**src/rtl/apb_master_ctrl_if.sv**
```systemverilog
// Signal bundle between apb_master_ctrl, the ICB register bank and FIFOs, and the APB slaves.
interface apb_master_ctrl_if #(
    parameter int NUM_SLV = 4
);
    logic               apb_en;
    logic               wfifo_empty;
    logic [63:0]        wfifo_rdata;
    logic               wfifo_ren;
    logic               rfifo_full;
    logic               rfifo_wen;
    logic [63:0]        rfifo_wdata;
    logic [1:0]         apb_state;
    logic [NUM_SLV-1:0] psel;
    logic               penable;
    logic               pwrite;
    logic [31:0]        paddr;
    logic [31:0]        pwdata;
    logic [31:0]        prdata;
    logic               pready;
    logic               pslverr;
    logic               timeout_err;

    modport master (
        input  apb_en, wfifo_empty, wfifo_rdata, rfifo_full, prdata, pready, pslverr,
        output wfifo_ren, rfifo_wen, rfifo_wdata, apb_state, psel, penable, pwrite,
               paddr, pwdata, timeout_err
    );

    modport slave (
        output apb_en, wfifo_empty, wfifo_rdata, rfifo_full, prdata, pready, pslverr,
        input  wfifo_ren, rfifo_wen, rfifo_wdata, apb_state, psel, penable, pwrite,
               paddr, pwdata, timeout_err
    );
endinterface

```
**src/rtl/apb_master_ctrl.sv**
```systemverilog
// APB3 master: pops 64-bit command words from the write FIFO, runs one APB transfer
// per word and pushes read results (with error flag) into the read FIFO.
module apb_master_ctrl #(
    parameter int TIMEOUT_CYC = 256,
    parameter int NUM_SLV     = 4,
    parameter int SEL_LSB     = 12
) (
    input  logic              clk,
    input  logic              rst,
    apb_master_ctrl_if.master bus
);
    localparam int               CNT_W   = $clog2(TIMEOUT_CYC + 1);
    localparam logic [CNT_W-1:0] CNT_LIM = CNT_W'(TIMEOUT_CYC);
    localparam logic [CNT_W-1:0] CNT_ONE = CNT_W'(1);

    typedef enum logic [2:0] {
        S_RST    = 3'd0,
        S_INIT   = 3'd1,
        S_IDLE   = 3'd2,
        S_POP    = 3'd3,
        S_FETCH  = 3'd4,
        S_HOLD   = 3'd5,
        S_SETUP  = 3'd6,
        S_ACCESS = 3'd7
    } state_e;

    state_e             state_q, state_d;
    state_e             fin_state_s;
    logic [1:0]         apb_state_q, apb_state_d;
    logic               wfifo_ren_q, wfifo_ren_d;
    logic               rfifo_wen_q, rfifo_wen_d;
    logic               rd_err_q, rd_err_d;
    logic [31:0]        rd_data_q, rd_data_d;
    logic [NUM_SLV-1:0] psel_q, psel_d;
    logic               penable_q, penable_d;
    logic               pwrite_q, pwrite_d;
    logic [31:0]        paddr_q, paddr_d;
    logic [31:0]        pwdata_q, pwdata_d;
    logic               timeout_err_q, timeout_err_d;
    logic [CNT_W-1:0]   cnt_q, cnt_d;
    logic [29:0]        cmd_addr_q;
    logic [31:0]        cmd_wdata_q;
    logic               cmd_write_q;
    logic [31:0]        src_addr_s;
    logic [31:0]        src_wdata_s;
    logic               src_write_s;
    logic               pop_ok_s;
    logic               rsvd_unused_s;

    // Indices at or above NUM_SLV never match, so an unmapped address yields an all-zero select.
    function automatic logic [NUM_SLV-1:0] sel_decode(input logic [31:0] addr);
        logic [NUM_SLV-1:0] sel;
        sel = '0;
        for (int i = 0; i < NUM_SLV; i++) begin
            sel[i] = (addr[SEL_LSB+2:SEL_LSB] == 3'(i));
        end
        return sel;
    endfunction

    assign rsvd_unused_s = bus.wfifo_rdata[1];
    assign pop_ok_s      = bus.apb_en && !bus.wfifo_empty;
    assign fin_state_s   = pop_ok_s ? S_POP : S_IDLE;

    // Command source: the FIFO word while it is being fetched, the latched command afterwards.
    always_comb begin
        src_addr_s  = (state_q == S_FETCH) ? {bus.wfifo_rdata[31:2], 2'b00} : {cmd_addr_q, 2'b00};
        src_wdata_s = (state_q == S_FETCH) ? bus.wfifo_rdata[63:32] : cmd_wdata_q;
        src_write_s = (state_q == S_FETCH) ? bus.wfifo_rdata[0] : cmd_write_q;
    end

    // Next-state and next-output logic; every output is a flop loaded from these values.
    always_comb begin
        state_d       = state_q;
        apb_state_d   = apb_state_q;
        wfifo_ren_d   = 1'b0;
        rfifo_wen_d   = 1'b0;
        rd_err_d      = rd_err_q;
        rd_data_d     = rd_data_q;
        psel_d        = psel_q;
        penable_d     = penable_q;
        pwrite_d      = pwrite_q;
        paddr_d       = paddr_q;
        pwdata_d      = pwdata_q;
        timeout_err_d = timeout_err_q;
        cnt_d         = cnt_q;
        case (state_q)
            S_RST: begin
                state_d     = S_INIT;
                apb_state_d = 2'd0;
            end
            S_INIT: begin
                state_d     = S_IDLE;
                apb_state_d = 2'd1;
            end
            S_IDLE: begin
                state_d     = fin_state_s;
                wfifo_ren_d = pop_ok_s;
                apb_state_d = 2'd1;
            end
            S_POP: begin
                state_d = S_FETCH;
            end
            S_FETCH, S_HOLD: begin
                if (src_write_s || !bus.rfifo_full) begin
                    state_d     = S_SETUP;
                    apb_state_d = src_write_s ? 2'd3 : 2'd2;
                    psel_d      = sel_decode(src_addr_s);
                    penable_d   = 1'b0;
                    paddr_d     = src_addr_s;
                    pwrite_d    = src_write_s;
                    pwdata_d    = src_wdata_s;
                    cnt_d       = '0;
                end else begin
                    state_d     = S_HOLD;
                    apb_state_d = 2'd2;
                end
            end
            S_SETUP: begin
                if (psel_q == '0) begin
                    state_d     = fin_state_s;
                    wfifo_ren_d = pop_ok_s;
                    apb_state_d = 2'd1;
                    rfifo_wen_d = !pwrite_q;
                    if (!pwrite_q) begin
                        rd_err_d  = 1'b1;
                        rd_data_d = 32'h0000_0000;
                    end else begin
                        rd_err_d  = rd_err_q;
                        rd_data_d = rd_data_q;
                    end
                end else begin
                    state_d   = S_ACCESS;
                    penable_d = 1'b1;
                end
            end
            S_ACCESS: begin
                // Completion and timeout share the exit; only a timeout lacks pready.
                if (bus.pready || ((cnt_q + CNT_ONE) == CNT_LIM)) begin
                    state_d       = fin_state_s;
                    wfifo_ren_d   = pop_ok_s;
                    apb_state_d   = 2'd1;
                    psel_d        = '0;
                    penable_d     = 1'b0;
                    rfifo_wen_d   = !pwrite_q;
                    timeout_err_d = timeout_err_q | !bus.pready;
                    if (!pwrite_q) begin
                        rd_err_d  = bus.pready ? bus.pslverr : 1'b1;
                        rd_data_d = bus.pready ? bus.prdata : 32'h0000_0000;
                    end else begin
                        rd_err_d  = rd_err_q;
                        rd_data_d = rd_data_q;
                    end
                end else begin
                    cnt_d = cnt_q + CNT_ONE;
                end
            end
            default: begin
                state_d     = S_RST;
                apb_state_d = 2'd0;
                psel_d      = '0;
                penable_d   = 1'b0;
            end
        endcase
    end

    // State, command and output registers.
    always_ff @(posedge clk or posedge rst) begin
        if (rst) begin
            state_q       <= S_RST;
            apb_state_q   <= 2'd0;
            wfifo_ren_q   <= 1'b0;
            rfifo_wen_q   <= 1'b0;
            rd_err_q      <= 1'b0;
            rd_data_q     <= 32'h0000_0000;
            psel_q        <= '0;
            penable_q     <= 1'b0;
            pwrite_q      <= 1'b0;
            paddr_q       <= 32'h0000_0000;
            pwdata_q      <= 32'h0000_0000;
            timeout_err_q <= 1'b0;
            cnt_q         <= '0;
            cmd_addr_q    <= 30'h0;
            cmd_wdata_q   <= 32'h0000_0000;
            cmd_write_q   <= 1'b0;
        end else begin
            state_q       <= state_d;
            apb_state_q   <= apb_state_d;
            wfifo_ren_q   <= wfifo_ren_d;
            rfifo_wen_q   <= rfifo_wen_d;
            rd_err_q      <= rd_err_d;
            rd_data_q     <= rd_data_d;
            psel_q        <= psel_d;
            penable_q     <= penable_d;
            pwrite_q      <= pwrite_d;
            paddr_q       <= paddr_d;
            pwdata_q      <= pwdata_d;
            timeout_err_q <= timeout_err_d;
            cnt_q         <= cnt_d;
            cmd_addr_q    <= src_addr_s[31:2];
            cmd_wdata_q   <= src_wdata_s;
            cmd_write_q   <= src_write_s;
        end
    end

    assign bus.wfifo_ren   = wfifo_ren_q;
    assign bus.rfifo_wen   = rfifo_wen_q;
    assign bus.rfifo_wdata = {31'h0000_0000, rd_err_q, rd_data_q};
    assign bus.apb_state   = apb_state_q;
    assign bus.psel        = psel_q;
    assign bus.penable     = penable_q;
    assign bus.pwrite      = pwrite_q;
    assign bus.paddr       = paddr_q;
    assign bus.pwdata      = pwdata_q;
    assign bus.timeout_err = timeout_err_q;
endmodule

```
**src/flat_wrapper.sv**
```systemverilog
// flat-port wrapper written by rule: the top's interface ports become plain ports
module apb_master_ctrl_flat 
#(
    parameter int TIMEOUT_CYC = 256,
    parameter int NUM_SLV     = 4,
    parameter int SEL_LSB     = 12
)
  (clk, rst, bus_apb_en, bus_wfifo_empty, bus_wfifo_rdata, bus_rfifo_full, bus_prdata, bus_pready, bus_pslverr, bus_wfifo_ren, bus_rfifo_wen, bus_rfifo_wdata, bus_apb_state, bus_psel, bus_penable, bus_pwrite, bus_paddr, bus_pwdata, bus_timeout_err);
  apb_master_ctrl_if #(.NUM_SLV(NUM_SLV)) bus_i ();
  input  logic clk;
  input  logic rst;
  input wire logic [$bits(bus_i.apb_en)-1:0] bus_apb_en;
  input wire logic [$bits(bus_i.wfifo_empty)-1:0] bus_wfifo_empty;
  input wire logic [$bits(bus_i.wfifo_rdata)-1:0] bus_wfifo_rdata;
  input wire logic [$bits(bus_i.rfifo_full)-1:0] bus_rfifo_full;
  input wire logic [$bits(bus_i.prdata)-1:0] bus_prdata;
  input wire logic [$bits(bus_i.pready)-1:0] bus_pready;
  input wire logic [$bits(bus_i.pslverr)-1:0] bus_pslverr;
  output wire logic [$bits(bus_i.wfifo_ren)-1:0] bus_wfifo_ren;
  output wire logic [$bits(bus_i.rfifo_wen)-1:0] bus_rfifo_wen;
  output wire logic [$bits(bus_i.rfifo_wdata)-1:0] bus_rfifo_wdata;
  output wire logic [$bits(bus_i.apb_state)-1:0] bus_apb_state;
  output wire logic [$bits(bus_i.psel)-1:0] bus_psel;
  output wire logic [$bits(bus_i.penable)-1:0] bus_penable;
  output wire logic [$bits(bus_i.pwrite)-1:0] bus_pwrite;
  output wire logic [$bits(bus_i.paddr)-1:0] bus_paddr;
  output wire logic [$bits(bus_i.pwdata)-1:0] bus_pwdata;
  output wire logic [$bits(bus_i.timeout_err)-1:0] bus_timeout_err;
  assign bus_i.apb_en = bus_apb_en;
  assign bus_i.wfifo_empty = bus_wfifo_empty;
  assign bus_i.wfifo_rdata = bus_wfifo_rdata;
  assign bus_i.rfifo_full = bus_rfifo_full;
  assign bus_i.prdata = bus_prdata;
  assign bus_i.pready = bus_pready;
  assign bus_i.pslverr = bus_pslverr;
  assign bus_wfifo_ren = bus_i.wfifo_ren;
  assign bus_rfifo_wen = bus_i.rfifo_wen;
  assign bus_rfifo_wdata = bus_i.rfifo_wdata;
  assign bus_apb_state = bus_i.apb_state;
  assign bus_psel = bus_i.psel;
  assign bus_penable = bus_i.penable;
  assign bus_pwrite = bus_i.pwrite;
  assign bus_paddr = bus_i.paddr;
  assign bus_pwdata = bus_i.pwdata;
  assign bus_timeout_err = bus_i.timeout_err;
  apb_master_ctrl #(.TIMEOUT_CYC(TIMEOUT_CYC), .NUM_SLV(NUM_SLV), .SEL_LSB(SEL_LSB)) u_core (.clk(clk), .rst(rst), .bus(bus_i));
endmodule
```
**config.mk**
```make
export PLATFORM = sky130hd
export DESIGN_NAME = apb_master_ctrl_flat
export DESIGN_NICKNAME = d
export VERILOG_FILES = /design/src/rtl/apb_master_ctrl_if.sv /design/src/rtl/apb_master_ctrl.sv /design/src/flat_wrapper.sv
export SDC_FILE = /design/constraint.sdc
export NUM_CORES = 1
export LEC_CHECK = 0
export CAP_MARGIN = 20
export CELL_PAD_IN_SITES_DETAIL_PLACEMENT = 0
export CELL_PAD_IN_SITES_GLOBAL_PLACEMENT = 1
export CORE_MARGIN = 2
export CORE_UTILIZATION = 35
export DETAILED_ROUTE_END_ITERATION = 12
export PLACE_DENSITY_LB_ADDON = 0.1
export SLEW_MARGIN = 20
export SYNTH_ARGS = -nofsm -noshare
export SYNTH_HDL_FRONTEND = slang
export SYNTH_SLANG_ARGS = --single-unit
```
**constraint.sdc**
```tcl
create_clock -name clk -period 14.45 [get_ports clk]
set_clock_uncertainty 0.15 [all_clocks]
set_input_delay 2.89 -clock clk [delete_from_list [all_inputs] [get_ports clk]]
set_output_delay 2.89 -clock clk [all_outputs]
set_load 0.01 [all_outputs]
```
Word-level counts from Yosys, hierarchy flattened
Index checks and enable logic that the tools add are counted.
- input port bits: 103
- flip-flop bits (word level): 183
- output and inout port bits: 139
- word-level logic and storage cells: 100
- reductions and logical operators: 23
- add/sub/neg operators: 1
- bitwise logic cells: 1
- muxes and demuxes: 41
- equal/unequal tests: 18
- operators by type and width (cell ; number):
    $mux 32 ; 7
    $pmux 32 s2 ; 1
    $pmux 3 s7 ; 1
    $mux 9 ; 2
    $pmux 9 s2 ; 1
    $mux 1 ; 15
    $eq 3x2->1 const B ; 4
    $eq 3x3->1 const B ; 4
    $pmux 2 s5 ; 1
    $add 9x1->9 const B ; 1
    $eq 9x9->1 const B ; 1
    $reduce_and 3->1 ; 3
    $mux 2 ; 4
    $mux 4 ; 2
    $ne 2x2->1 const B ; 4
    $pmux 4 s2 ; 1
    $eq 3x1->1 const B ; 2
    $logic_not 3->1 ; 2
    $mux 3 ; 2
    $ne 2x1->1 const B ; 3
    $pmux 1 s3 ; 2
    $reduce_and 5->1 ; 1
    $reduce_bool 5->1 ; 1
    $logic_not 1->1 ; 4
    10 further kinds ; 15

Logic depth before layout (Yosys ltp)
- depth in word-level cells: 5
- mapped depth: 9
- gate-level depth less buffers: 7

Worst setup path after synthesis
Ideal clock, no wire load.
- kind: input -> register
- start: input port bus_pready
- end: register u_core.cnt_q[5]
- cell stages on the path: 4
- path slack: 10.302 ns
- setup time: 0.087 ns
- arrival time: 3.911 ns
- cells stage by stage: or2_2 -> clkbuf_1 -> or4_1 -> o211ai_1
- cells in the longest elaborated chain, start to end: 3
- RTL lines (what ; line ; RTL):
    from (decl) ; flat_wrapper.sv:17 ; input wire logic [$bits(bus_i.pready)-1:0] bus_pready;
    $logic_or 1x1->1 ; apb_master_ctrl.sv:138 ; if (bus.pready || ((cnt_q + CNT_ONE) == CNT_LIM)) begin
    $ne 2x2->1 (no line) ; n/a ;
    $reduce_and 3->1 (no line) ; n/a ;
    to (signal assigned) ; apb_master_ctrl.sv:198 ; cnt_q <= cnt_d;
    to (decl) ; apb_master_ctrl.sv:40 ; logic [CNT_W-1:0] cnt_q, cnt_d;
No other way between the ends.
A chain may end at the register's enable or synchronous reset.

Worst setup path after layout
- start: input port bus_wfifo_rdata[0]
- end: register u_core.cnt_q[7]
- cells in the longest elaborated chain, start to end: 4
- RTL lines (what ; line ; RTL):
    from (decl) ; flat_wrapper.sv:14 ; input wire logic [$bits(bus_i.wfifo_rdata)-1:0] bus_wfifo_rdata;
    $mux 1 ; apb_master_ctrl.sv:68 ; src_write_s = (state_q == S_FETCH) ? bus.wfifo_rdata[0] : cmd_write_q;
    $logic_or 1x1->1 ; apb_master_ctrl.sv:104 ; if (src_write_s || !bus.rfifo_full) begin
    $ne 2x1->1 (no line) ; n/a ;
    $reduce_and 3->1 (no line) ; n/a ;
No other way between the ends.

==> reports/results.tsv <==
metric	value	unit
run status	completed	
GRT Total Usage	16.9	%
Mean Syn Cell Area	11.3	um^2
VDD IR max	100	uV
CTS tree	built	
Worst-Skew Late Latency	0.42	ns
post-CTS sizing	0	
power density over cell area	198	mW/mm^2
Slew Limit Fails	0	
Post-Route Utilization	48.6	%
initial antenna violation count	0	
routability-driven placement congestion ratio	0.756	
Core Box Area	0.0210	mm^2
total of max-cap violations	0	
hpwl dp	12200	um
Startpoint Class	primary input	
hold wc startpoint	u_core.bus.timeout_err	
largest net degree at the start of global routing	100	
Arr. time, crit path	5.03	ns
IO buf count	207	
via/cell ratio	4.66	
routed length per instance	16.2	um
RSZ-0062 raised after global routing	no	
P&R area growth vs syn	37.1	%
antenna cell count	0	
initial core utilization	35.5	%
Primary FF master, synth	dfrtp_1	
library cells used by synthesis	49	
Final period util	33.6	%
Pleak	0.00465	uW
DRC viols	0	
Setup TNS	0	ns
CTS Sinks	181	
final setup violation count	0	
Reg clk slew, reported paths	0.07	ns
share of layout cells above drive strength 1	15.3	%
Fin. Hold Viols	0	
crit-path max FO	67	
most frequent cells in the layout	clkdlybuf4s50_1, nand2_1, dfrtp_1	
H-tree Lvls	4	
total die area	0.0224	mm^2
Ys Warns	0	
slew margin rel.	38.2	%
DIE WIDTH	150	um
Worst-Margin Slew	0.924	ns
Place WS	9.04	ns
Final WS setup	9.60	ns
GR Overflow Total	0	
cts bufs inserted	17	
WP data required	14.63	ns
Post-synth EDFFs	0	
CP endpoint kind	flop	
WS Path Type	primary input to flop	
Seq cells post-synth	181	
number of global-route vias before repair	5563	
fin crit period	4.85	ns
DRT iter0 DRCs	213	
I/O pins	242	
first-pass GRT wire length	29700	um
Post-synth ARST share	100	%
crit path from	bus_wfifo_rdata[0]	
Netlist Area Pre-Place	0.00743	mm^2
dpl cell area	0.00961	mm^2
WL final	18500	um
Placement Rows	53	
1st-pass router iterations	4	
final instance area	0.0102	mm^2
Reg-to-Reg Start	u_core.state_q[1]	
Antenna Nets Post-Route	0	
Highest Clock Rate	206	MHz
DR vias	5307	
# hold bufs at CTS	0	
nets	957	
post-CTS setup buffer count	0	
root buffer cell	clkbuf_16	
die height	150	um
worst hold path class	flop to flop	
Clock Tree Buf Depth	2	
synthesized instance count	657	
commonest non-fill, non-tap cell in the layout	clkdlybuf4s50_1	
register area share after synthesis	60.9	%
[cell type report]
cell class / instances / area (um^2)
Sequential cell: 181 / 4530
Clock buffer: 20 / 467
Inverter: 9 / 38.8
Multi-Input combinational cell: 431 / 2590
Timing Repair Buffer: 212 / 2110
Tap cell: 275 / 344
Fill cell: 1999 / 10800
Clock inverter: 12 / 110
[registers in the layout, summed over array words and instances, names as in the netlist]
signal                  cells
u_core.cnt_q                9
u_core.bus.rfifo_wen        1
u_core.bus.apb_state        2
u_core.rd_err_q             1
u_core.bus.psel             4
u_core.cmd_wdata_q         32
u_core.bus.wfifo_ren        1
u_core.cmd_addr_q          30
u_core.bus.paddr           30
u_core.bus.penable          1
u_core.rd_data_q           32
u_core.state_q              3
u_core.cmd_write_q          1
u_core.bus.pwrite           1
u_core.bus.pwdata          32
u_core.bus.timeout_err      1
[report_power, final]
| group | internal (uW) | switching, uW | leakage (uW) |
|---|---|---|---|
| Clock | 241 | 211 | 0.000274 |
| Sequential | 713 | 107 | 0.00228 |
| Combinational | 388 | 355 | 0.00210 |
[worst max-delay path, stage by stage]
cell             delay (ns)
clkdlybuf4s50_1        0.48
mux2i_1                0.35
nand2_1                0.16
nand3_2                0.16
buf_4                  0.65
o211ai_1               0.20
o31ai_1                0.11
[through the flow]
stage                     cells  total power (uW)  hold WS (ns)
after global routing       1140              2160         0.339
after floorplan             689              1230         0.322
after CTS                  1140              2050         0.320
after detailed placement   1108              1580         0.303
after global placement     1108              1560         0.298
final                      1140              2020         0.312
[kinds of logic (layout without fill, tap and decap cells)]
logic type,after synthesis,after routing,synth area share [%]
AOI/OAI and AO/OA,83,83,8.68
DFF,181,181,60.9
xor gates and xnor gates,3,3,0.353
and+or+nand+nor,244,244,13.5
buffers and inverters,77,253,6.24
adders and majority gates,2,2,0.337
muxes,66,66,9.91
other,1,33,0.0504
[synth_stat cells, drive strengths merged (2+ instances only)]
| cell type | count | area share, % |
|---|---|---|
| xnor2 | 2 | 0.24 |
| a31oi | 2 | 0.17 |
| nor2 | 6 | 0.30 |
| o21bai | 2 | 0.20 |
| nand2 | 204 | 10 |
| dfrtp | 181 | 61 |
| and4 | 2 | 0.30 |
| mux2i | 5 | 0.67 |
| clkbuf | 20 | 1.0 |
| o22ai | 3 | 0.25 |
| a21oi | 10 | 0.67 |
| and3 | 3 | 0.25 |
| o21ai | 16 | 1.2 |
| a22o | 32 | 4.1 |
| buf | 48 | 4.8 |
| a31o | 2 | 0.24 |
| and2 | 2 | 0.20 |
| o41ai | 2 | 0.24 |
| nor3 | 5 | 0.34 |
| nand3 | 10 | 0.67 |
| mux2 | 61 | 9.2 |
| o211ai | 3 | 0.30 |
| ha | 2 | 0.34 |
| inv | 9 | 0.45 |
| nand2b | 4 | 0.34 |
| nor4 | 2 | 0.17 |
| o2bb2ai | 4 | 0.47 |
[routing by layer]
layer	vias to the layer above	GRT usage, %	wire length [um]
met5	-	0	0
met4	0	5.05	225
met3	13	6.07	1430
met2	132	27.2	8770
met1	2641	21.4	8040
li1	2521	-	-
[worst paths after layout]
kind	end	slack (ns)	cells after the start
max in group asynchronous	u_core.bus.pwdata[0]	9.97	3
setup / recovery	u_core.cnt_q[7]	9.60	7
hold reg to reg	u_core.bus.timeout_err	0.31	1
hold / removal	u_core.bus.timeout_err	0.31	1
min in group asynchronous	u_core.rd_data_q[18]	2.88	2
setup reg to reg	u_core.bus.paddr[9]	11.19	7
No activity file was read; power rests on OpenSTA's default activity.
